$ cat src/rtl/rram_ctrl_pkg.sv
`default_nettype none
// ============================================================================
// Module  : rram_ctrl_pkg
// Brief   : Shared types and helpers for the rram controller oFIFO arbiter.
// Revision: 1.0
// ============================================================================
package rram_ctrl_pkg;

  localparam int unsigned DEFAULT_BURST_WIDTH = 3;

  typedef enum logic {
    IDLE = 1'b0,
    XFER = 1'b1
  } ofifo_arb_state_t;

  // The BURST field encodes length minus one.
  function automatic int unsigned burst_words(input int unsigned len);
    return len + 1;
  endfunction

endpackage
`default_nettype wire

$ cat src/rtl/rram_rr_arbiter.sv
`default_nettype none
// ============================================================================
// Module  : rram_rr_arbiter
// Brief   : Combinational round-robin pick: first set request after ptr_i.
// Revision: 1.0
// ============================================================================
module rram_rr_arbiter
  import rram_ctrl_pkg::*;
#(
  parameter int unsigned NUM_CORE = 4,
  parameter int unsigned IDX_W    = $clog2(NUM_CORE)
) (
  input  logic [NUM_CORE-1:0] req_i,
  input  logic [IDX_W-1:0]    ptr_i,
  output logic [NUM_CORE-1:0] gnt_o,
  output logic [IDX_W-1:0]    idx_o
);

  int unsigned      cand;
  logic [IDX_W-1:0] cand_idx;
  logic             found;

  always_comb begin
    gnt_o    = '0;
    idx_o    = '0;
    found    = 1'b0;
    cand     = 0;
    cand_idx = '0;
    // Scan ptr+1, ptr+2, ... wrapping, so the last owner has the lowest priority.
    for (int unsigned k = 1; k <= NUM_CORE; k++) begin
      cand     = (int'(ptr_i) + k) % NUM_CORE;
      cand_idx = IDX_W'(cand);
      if (!found && req_i[cand_idx]) begin
        found           = 1'b1;
        gnt_o[cand_idx] = 1'b1;
        idx_o           = cand_idx;
      end
    end
  end

endmodule
`default_nettype wire

$ cat src/rtl/rram_ofifo_arbiter.sv
`default_nettype none
// ============================================================================
// Module  : rram_ofifo_arbiter
// Brief   : Round-robin, burst-locked sharing of the output data FIFO between
//           NUM_CORE rram controller cores. Optional idle-valid watchdog is
//           enabled with macro RRAM_OFIFO_TIMEOUT_EN.
// Revision: 1.0
// ============================================================================
module rram_ofifo_arbiter
  import rram_ctrl_pkg::*;
#(
  parameter int unsigned NUM_CORE       = 4,
  parameter int unsigned DATAOUT_WIDTH  = 64,
  parameter int unsigned BURST_WIDTH    = DEFAULT_BURST_WIDTH,
  parameter int unsigned TIMEOUT_CYCLES = 256
) (
  input  logic                                    CLK,
  input  logic                                    reset,
  input  logic [NUM_CORE-1:0]                     req,
  input  logic [NUM_CORE-1:0][BURST_WIDTH-1:0]    burst_len,
  input  logic [NUM_CORE-1:0]                     valid,
  input  logic [NUM_CORE-1:0][DATAOUT_WIDTH-1:0]  data,
  output logic [NUM_CORE-1:0]                     ready,
  output logic [NUM_CORE-1:0]                     grant,
  output logic                                    push_n_oFIFO,
  input  logic                                    full_oFIFO,
  output logic [DATAOUT_WIDTH-1:0]                din_oFIFO,
  output logic                                    busy,
  output logic                                    timeout_err
);

  localparam int unsigned IDX_W = $clog2(NUM_CORE);

  ofifo_arb_state_t         state_q;
  logic [NUM_CORE-1:0]      grant_q;
  logic [IDX_W-1:0]         ptr_q;
  logic [BURST_WIDTH-1:0]   cnt_q;
  logic [DATAOUT_WIDTH-1:0] din_q;
  logic [DATAOUT_WIDTH-1:0] din_d;

  logic [NUM_CORE-1:0]      arb_gnt;
  logic [IDX_W-1:0]         arb_idx;
  logic                     accept;

  rram_rr_arbiter #(
    .NUM_CORE (NUM_CORE),
    .IDX_W    (IDX_W)
  ) u_rr_arbiter (
    .req_i (req),
    .ptr_i (ptr_q),
    .gnt_o (arb_gnt),
    .idx_o (arb_idx)
  );

  // ptr_q doubles as the owner index while in XFER.
  assign ready        = grant_q & {NUM_CORE{(state_q == XFER) && !full_oFIFO}};
  assign accept       = |(valid & ready);
  assign push_n_oFIFO = ~accept;
  assign grant        = grant_q;
  assign busy         = (state_q == XFER);

  always_comb begin
    din_d = din_q;
    if (accept) begin
      din_d = data[ptr_q];
    end
  end

  assign din_oFIFO = din_d;

`ifdef RRAM_OFIFO_TIMEOUT_EN
  localparam int unsigned WD_W = $clog2(TIMEOUT_CYCLES + 1);
  logic [WD_W-1:0] wd_q;
  logic            timeout_q;
  assign timeout_err = timeout_q;
`else
  assign timeout_err = 1'b0;
`endif

  always_ff @(posedge CLK or negedge reset) begin
    if (!reset) begin
      state_q   <= IDLE;
      grant_q   <= '0;
      ptr_q     <= IDX_W'(NUM_CORE - 1);
      cnt_q     <= '0;
      din_q     <= '0;
`ifdef RRAM_OFIFO_TIMEOUT_EN
      wd_q      <= '0;
      timeout_q <= 1'b0;
`endif
    end else begin
      din_q <= din_d;
`ifdef RRAM_OFIFO_TIMEOUT_EN
      timeout_q <= 1'b0;
`endif
      case (state_q)
        IDLE: begin
          if (|req) begin
            state_q <= XFER;
            grant_q <= arb_gnt;
            ptr_q   <= arb_idx;
            cnt_q   <= burst_len[arb_idx];
`ifdef RRAM_OFIFO_TIMEOUT_EN
            wd_q    <= '0;
`endif
          end
        end
        XFER: begin
          if (accept) begin
            if (cnt_q == '0) begin
              state_q <= IDLE;
              grant_q <= '0;
            end else begin
              cnt_q <= cnt_q - 1'b1;
            end
          end
`ifdef RRAM_OFIFO_TIMEOUT_EN
          // Only cycles the owner could have pushed but did not count as idle.
          if (accept) begin
            wd_q <= '0;
          end else if (!full_oFIFO && !valid[ptr_q]) begin
            if (wd_q == WD_W'(TIMEOUT_CYCLES - 1)) begin
              state_q   <= IDLE;
              grant_q   <= '0;
              wd_q      <= '0;
              timeout_q <= 1'b1;
            end else begin
              wd_q <= wd_q + 1'b1;
            end
          end
`endif
        end
        default: begin
          state_q <= IDLE;
          grant_q <= '0;
        end
      endcase
    end
  end

endmodule
`default_nettype wire
$ cat config.mk
export PLATFORM = sky130hd
export DESIGN_NAME = rram_ofifo_arbiter
export DESIGN_NICKNAME = d
export VERILOG_FILES = /design/src/rtl/rram_ctrl_pkg.sv /design/src/rtl/rram_rr_arbiter.sv /design/src/rtl/rram_ofifo_arbiter.sv
export SDC_FILE = /design/constraint.sdc
export NUM_CORES = 1
export LEC_CHECK = 0
export ABC_CLOCK_PERIOD_IN_PS = 4500
export CORE_MARGIN = 1.5
export CORE_UTILIZATION = 25
export DETAILED_ROUTE_END_ITERATION = 10
export PLACE_DENSITY = 0.62
export SYNTH_ARGS = -nofsm -noshare
export SYNTH_HDL_FRONTEND = slang
export SYNTH_SLANG_ARGS = --single-unit
$ cat constraint.sdc
create_clock -name CLK -period 4.5 [get_ports CLK]
set_clock_uncertainty 0.2 [all_clocks]
set_input_delay 1.35 -clock CLK [delete_from_list [all_inputs] [get_ports CLK]]
set_output_delay 1.35 -clock CLK [all_outputs]
set_load 0.01 [all_outputs]
==> results of run 1 <==
cell type report:
type,count,share of cell area (%)
Timing Repair Buffer,406,40.3
Multi-Input combinational cell,370,32.6
Sequential cell,74,20.0
Tap cell,265,3.56
Clock buffer,9,2.42
Clock inverter,6,0.725
Inverter,8,0.403
Antenna cell,2,0.0537
cells in the mapped netlist (2+ instances only):
master    count
a211o_1       2
a211oi_1      3
a21boi_0      2
a21oi_1       3
a21oi_2       2
a221oi_1      4
a22o_1        2
a22oi_1       5
and2_1        4
buf_1         6
buf_2         7
buf_4         2
buf_6         2
clkbuf_1     17
dfrtp_1      72
dfstp_2       2
ha_1         10
inv_1         8
mux2_2        2
mux2i_1       8
mux4_2       66
nand2_1     205
nand3_1       2
nor2_1       15
nor3_1        2
o21a_1        2
o21ai_0       6
o22ai_1       4
cell families (layout without fill, tap and decap cells):
kind of cell               after synthesis  count (layout)  share of synthesized area (%)
and+or+nand+nor                        238             238                           18.9
DFF                                     74              74                           36.6
other                                    1               3                         0.0740
AOI/OAI and AO/OA                       43              43                           6.42
buffers and inverters                   42             429                           3.73
muxes                                   77              77                           31.6
adders and majority gates               10              10                           2.47
xor gates and xnor gates                 1               1                          0.173
metal layers:
layer | routed length (um) | global-route usage (%)
met1 | 8490 | 24.3
met2 | 10400 | 34.0
met3 | 1420 | 4.64
met4 | 405 | 6.38
met5 | 0 | 0
state kept, by name, summed over array words and instances, names as in the netlist:
name   count
grant      4
din_q     64
cnt_q      3
busy       1
ptr_q      2
where the power goes:
part / internal [W] / switching [W]
combinational: 0.000268 / 0.0000796
sequential: 0.000665 / 0
clock: 0.000428 / 0.000298
total: 0.00136 / 0.000378
placed cells by master (no fill, tap or decap), drive strengths merged, types with 2 or more instances in the layout:
| cell type | Yosys | routed |
|---|---|---|
| clkdlybuf4s50 | 0 | 286 |
| nor3 | 3 | 3 |
| nand3 | 2 | 2 |
| nor2 | 15 | 15 |
| and2 | 4 | 4 |
| nor4 | 2 | 2 |
| a22o | 2 | 2 |
| clkinv | 0 | 2 |
| nand2 | 205 | 205 |
| o21ai | 6 | 6 |
| buf | 17 | 103 |
| a21boi | 2 | 2 |
| a22oi | 5 | 5 |
| o21bai | 2 | 2 |
| inv | 8 | 9 |
| o22ai | 4 | 4 |
| dfrtp | 72 | 72 |
| nor2b | 2 | 2 |
| dfstp | 2 | 2 |
| mux2i | 8 | 8 |
| clkbuf | 17 | 25 |
| clkinvlp | 0 | 2 |
| o21a | 2 | 2 |
| a221oi | 4 | 4 |
| a211o | 2 | 2 |
| ha | 10 | 10 |
| mux2 | 3 | 3 |
| mux4 | 66 | 66 |
| a21oi | 5 | 5 |
| a211oi | 3 | 3 |
| diode | 0 | 2 |
through the flow:
stage               total power [W]  instances  setup WS (ns)  setup TNS [ns]  utilization [%]
finish                      0.00174       1140         0.0716               0             47.4
global route                0.00181       1140        0.00269               0             47.4
CTS                         0.00176       1138       0.000310               0             48.1
detailed placement          0.00103       1117         -0.359          -20.31             46.9
global placement            0.00102       1117         -0.333          -18.65             46.9
floorplan                  0.000757        486          0.320               0                -
path summary, 6_finish.rpt:
check / from / cells past startpoint / slack (ns) / endpoint
max in group asynchronous: reset / 1 / 2.49 / din_q[12]
min: din_q[45] / 2 / 0.27 / din_q[45]
min in group asynchronous: reset / 1 / 0.96 / din_q[28]
max reg2reg: ptr_q[1] / 8 / 0.77 / cnt_q[2]
max: valid[2] / 8 / 0.07 / din_oFIFO[47]
min reg2reg: din_q[45] / 2 / 0.27 / din_q[45]
worst reg2reg max path, stage by stage (launching register included):
cell and delay (ns):
dfstp_4 1.00, inv_1 0.20, ha_1 0.42, mux4_2 0.55, a21oi_2 0.22, o21bai_4 0.15, a21oi_2 0.25, mux2_4 0.34
a211o_1 0.29
what timing repair did:
item | in CTS | in global routing
resized for setup | 220 | 32
hold buffers | 0 | 0
buffers inserted | 4 | 0
gates cloned | 2 | 0
endpoints found under the setup margin | 65 | 27
pin swaps | 3 | 1
==> impl_metrics.csv, run 1 <==
group,metric,value,unit
clocking,clock_sinks,74,
clocking,cts-buffers-inserted,9,
flow_run,max_cap_viol_count,0,
synth,synth_nets,775,
worst_hold_path,hold_path.class,"reg -> reg",
setup_path,crit_path_end_kind,"primary output",
finish,fillers,1922,
timing,worstMarginPinSlew,0.991,ns
synth,yosys_warnings,0,
grt,grt_max_degree,75,
synth,netlist.area_leader.share,35.5,%
setup_path,slowest_delay,0.40,ns
floorplanning,dieArea,21100,um2
placement,dpl_cell_area,9220,um2
routing,postRouteAntennaNets,0,
clocking,htree_num_levels,3,
timing,fmax,0.226,GHz
routing,drt_iter0_markers,216,
finish,area_delta_synth_final,84.0,%
placement,io_buffer_count,352,
timing,maxSlewViolCount,0,
clocking,cts_tree,"done",
floorplanning,initial_core_util,25.8,%
floorplanning,core_area,19700,um2
timing,min_period_over_period,98.4,%
routing,wirelength,20700,um
clocking,worstSkewPairLatency,0.34,ns
setup_path,crit_path_top_delay_cell,"clkdlybuf4s50_1",
grt,grt_pass1_wl,32300,um
timing,finalHoldViolCount,0,
finish,multi_input_area,3040,um2
power,max-vdd-ir-drop,164,uV
setup_path,crit_top_cell,"nand2_1",
finish,seq_area,1860,um2
timing,hold_ws,0.266,ns
setup_path,startpoint_type,"input pin",
finish,nets,1158,
setup_path,cp.arrival,2.88,ns
setup_path,crit_fanout,27,
floorplanning,placementRows,51,
grt,grt_pass1_vias,5614,
synth,syn_area,5070,um2
synth,synth_cell_type_count,49,
timing,min_period,4.43,ns
setup_path,worst-path-buf-inv,4,
clocking,cts_buffer_depth,2,
synth,synth.avg_cell_area,10.4,um2
synth,synth_edf_count,0,
timing,relSlewSlack,33.9,%
clocking,root_buffer,"clkbuf_16",
synth,synthCells,486,
synth,yosys.area.top_type,"dfrtp_1",
setup_path,path_cells,"clkdlybuf4s50_1 > a22o_1 > o21a_4 > buf_4 > buf_12 > nand2_1 > nand2_1 > buf_2",
routing,via_count,5292,
setup_path,critPathTopFamily,"buffers and inverters",
routing,vias_per_cell,4.64,
grt,grt_util_all_layers,19.7,%
setup_path,worstSetupPathType,"in -> out",
synth,yosysSeqAreaShare,36.6,%
power,power_density,187,nW/um2
floorplanning,die_y,145,um
floorplanning,boundaryPins,354,
routing,dr.pass1.iters,5,
power,p_leak,4.34,nW
timing,setup_viol,0,
placement,gp_congestion,0.827,
synth,ys.flop_type,"dfrtp_1",
routing,post_drt_wl_per_cell,18.2,um
grt,grt_overflow,0,
routing,route.detailed.drc,0,
floorplanning,dieWidth,145,um
timing,rsz0062_at_grt,"no",
finish,drive_gt1_share,24.9,%
grt,antenna_found_initial,2,
clocking,clk_pin_slew,0.06,ns
synth,ys_seq_elements,74,
placement,place_hpwl,16000,um
synth,synthArstFlopShare,100,%
finish,stdcell_area,9320,um2
synth,synth_area_leaders,"dfrtp_1 36%, mux4_2 29%, nand2_1 15%, ha_1 2.5%, mux2i_1 1.6%",
setup_path,crit_required,2.95,ns
run_status,status,"finished clean",
No activity file was read; power rests on OpenSTA's default activity.
==> inputs of run 2 (changes only) <==
--- a/config.mk
+++ b/config.mk
@@ -5,7 +5,7 @@
 export SDC_FILE = /design/constraint.sdc
 export NUM_CORES = 1
 export LEC_CHECK = 0
-export ABC_CLOCK_PERIOD_IN_PS = 4500
+export ABC_CLOCK_PERIOD_IN_PS = 5600
 export CORE_MARGIN = 1.5
 export CORE_UTILIZATION = 25
 export DETAILED_ROUTE_END_ITERATION = 10
==> constraint.sdc (replaced) <==
create_clock -name CLK -period 5.6 [get_ports CLK]
set_clock_uncertainty 0.2 [all_clocks]
set_input_delay 1.68 -clock CLK [delete_from_list [all_inputs] [get_ports CLK]]
set_output_delay 1.68 -clock CLK [all_outputs]
set_load 0.01 [all_outputs]
==> run 2 against run 1 <==
  * Hold slack improved by 0.0052 ns
  * Worst setup slack better by 0.025 ns
  * Critical path type unchanged
  * Sequential share of layout area decreased by 0.23 points
  * Non-clock buffer count down 21
  * Via count decreased by 2.2%
  * Combinational power fell by 20%
  * First-iteration DRC count shrank 16%
  * Largest power group unchanged
  * Global-route usage down 0.65 points
  * Routed wire length fell by 1.3%
==> impl_metrics.csv, run 2 (same netlist as run 1, synthesis figures left out) <==
group,metric,value,unit
timing,worstMarginPinSlew,0.983,ns
floorplanning,boundaryPins,354,
grt,grt_max_degree,75,
clocking,cts-buffers-inserted,9,
run_status,status,"finished clean",
setup_path,startpoint_type,"input pin",
power,power_density,153,nW/um2
routing,route.detailed.drc,0,
routing,vias_per_cell,4.63,
setup_path,crit_path_end_kind,"primary output",
setup_path,slowest_delay,0.58,ns
flow_run,max_cap_viol_count,0,
finish,drive_gt1_share,15.1,%
clocking,cts_buffer_depth,2,
routing,wirelength,20400,um
setup_path,startpoint,"valid[2]",
routing,post_drt_wl_per_cell,18.3,um
clocking,htree_num_levels,3,
grt,grt_pass1_wl,31400,um
routing,dr.pass1.iters,4,
timing,min_period,5.50,ns
setup_path,worst-path-buf-inv,4,
placement,gp_congestion,0.833,
floorplanning,dieArea,21100,um2
routing,postRouteAntennaNets,0,
power,p_leak,4.24,nW
grt,grt_overflow,0,
floorplanning,core_area,19700,um2
placement,io_buffer_count,352,
finish,nets,1137,
timing,hold_ws,0.271,ns
setup_path,crit_fanout,24,
clocking,clk_pin_slew,0.06,ns
setup_path,r2r_start,"ptr_q[1]",
clocking,hold_buffers,0,
floorplanning,die_y,145,um
floorplanning,dieWidth,145,um
timing,min_period_over_period,98.3,%
timing,finalHoldViolCount,0,
finish,antennaDiodeCount,0,
routing,wl_met2,10200,um
clocking,root_buffer,"clkbuf_16",
setup_path,path_cells,"clkdlybuf4s50_1 > a22o_1 > o21a_2 > inv_6 > buf_12 > nand2_1 > nand2_1 > clkdlybuf4s50_1",
setup_path,cp.arrival,3.62,ns
routing,highest_layer,"met4",
finish,most-common-layout-cells,"343 x clkdlybuf4s50_1, 205 x nand2_1, 72 x dfrtp_1",
power,max-vdd-ir-drop,130,uV
grt,grt_pass1_vias,5497,
worst_hold_path,hold_path.class,"reg -> reg",
finish,area_delta_synth_final,86.1,%
setup_path,critPathTopFamily,"buffers and inverters",
timing,relSlewSlack,34.5,%
routing,via_count,5174,
worst_hold_path,hp-start,"din_q[15]",
finish,largest_reg_flops,64,
routing,drt_iter0_markers,182,
finish,regMostFlops,"din_q",
grt,antenna_found_initial,0,
grt,grt_util_all_layers,19.1,%
setup_path,crit_path_top_delay_cell,"clkdlybuf4s50_1",
finish,final_common_cell,"clkdlybuf4s50_1",
setup_path,crit_required,3.72,ns
routing,met1_length,8350,um
clocking,clock_sinks,74,
finish,fillers,1874,
clocking,cts_tree,"done",
clocking,worstSkewPairLatency,0.33,ns
timing,setup_tns,0,ns
timing,fmax,0.182,GHz
setup_path,worstSetupPathType,"in -> out",
timing,rsz0062_at_grt,"yes",
timing,maxSlewViolCount,0,
finish,final_core_util,48.0,%
floorplanning,placementRows,51,
timing,setup_viol,0,
routing,dr_wl_met3,1340,um
floorplanning,initial_core_util,25.8,%
placement,place_hpwl,15900,um
-- run 2: final timing paths --
check                           endpoint  slack (ns)  cells after the start
min in group asynchronous      din_q[28]        1.28                      1
hold / removal                 din_q[15]        0.27                      2
setup / recovery           din_oFIFO[39]         0.1                      8
max in group asynchronous           busy        3.25                      1
hold reg to reg                din_q[15]        0.27                      2
setup reg to reg                cnt_q[2]        1.44                      9
-- run 2: layout make-up --
cell class | count | area (um2) | area share, %
well taps | 265 | 332 | 3.52
clock inverters | 5 | 78.8 | 0.836
multi-input cells | 370 | 3030 | 32.1
repair buffers | 385 | 3860 | 40.9
clock buffers | 10 | 239 | 2.53
inverters | 8 | 35.0 | 0.371
flip-flops and latches | 74 | 1860 | 19.7
-- run 2: where the power goes --
group          switching, W  internal, W
logic             0.0000641     0.000216
registers                 0     0.000535
clock network      0.000227     0.000399
-- run 2: layer usage --
metal  track usage (%)  vias up
met3              5.14       37
li1                  -     2465
met2              33.0      202
met4              6.99        0
met1              22.7     2470
met5                 0        -
-- run 2: repair_timing --
action | CTS | global route
hold endpoints to repair | 0 | 0
gates resized for setup | 0 | 11
setup endpoints to repair | 0 | 34
setup buffers | 0 | 0
-- run 2: stage by stage --
step / std cells / instance area [um2] / total power, W / setup slack [ns]
final: 1117 / 9430 / 0.00144 / 0.0968
after global routing: 1117 / 9430 / 0.00150 / -0.00246
after CTS: 1116 / 9380 / 0.00146 / 0.0345
after detailed placement: 1101 / 9060 / 0.000825 / 0.0413
after global placement: 1101 / 9060 / 0.000822 / 0.0680
after floorplan: 486 / 5070 / 0.000608 / 0.760
-- run 2: worst reg2reg max path, cell delays in order (launching register included) --
cell and delay (ns):
dfstp_4 1.18, buf_4 0.35, inv_1 0.12, ha_1 0.40, mux4_2 0.56, a21oi_2 0.23
o21bai_4 0.14, a21oi_2 0.24, mux2_4 0.33, a211o_1 0.29
==> inputs of run 3 (changes only) <==
--- a/config.mk
+++ b/config.mk
@@ -13,3 +13,4 @@
 export SYNTH_ARGS = -nofsm -noshare
 export SYNTH_HDL_FRONTEND = slang
 export SYNTH_SLANG_ARGS = --single-unit
+export TNS_END_PERCENT = 100
==> results of run 3 <==
The final DEF is identical to that of run 2; final timing and power are the same.
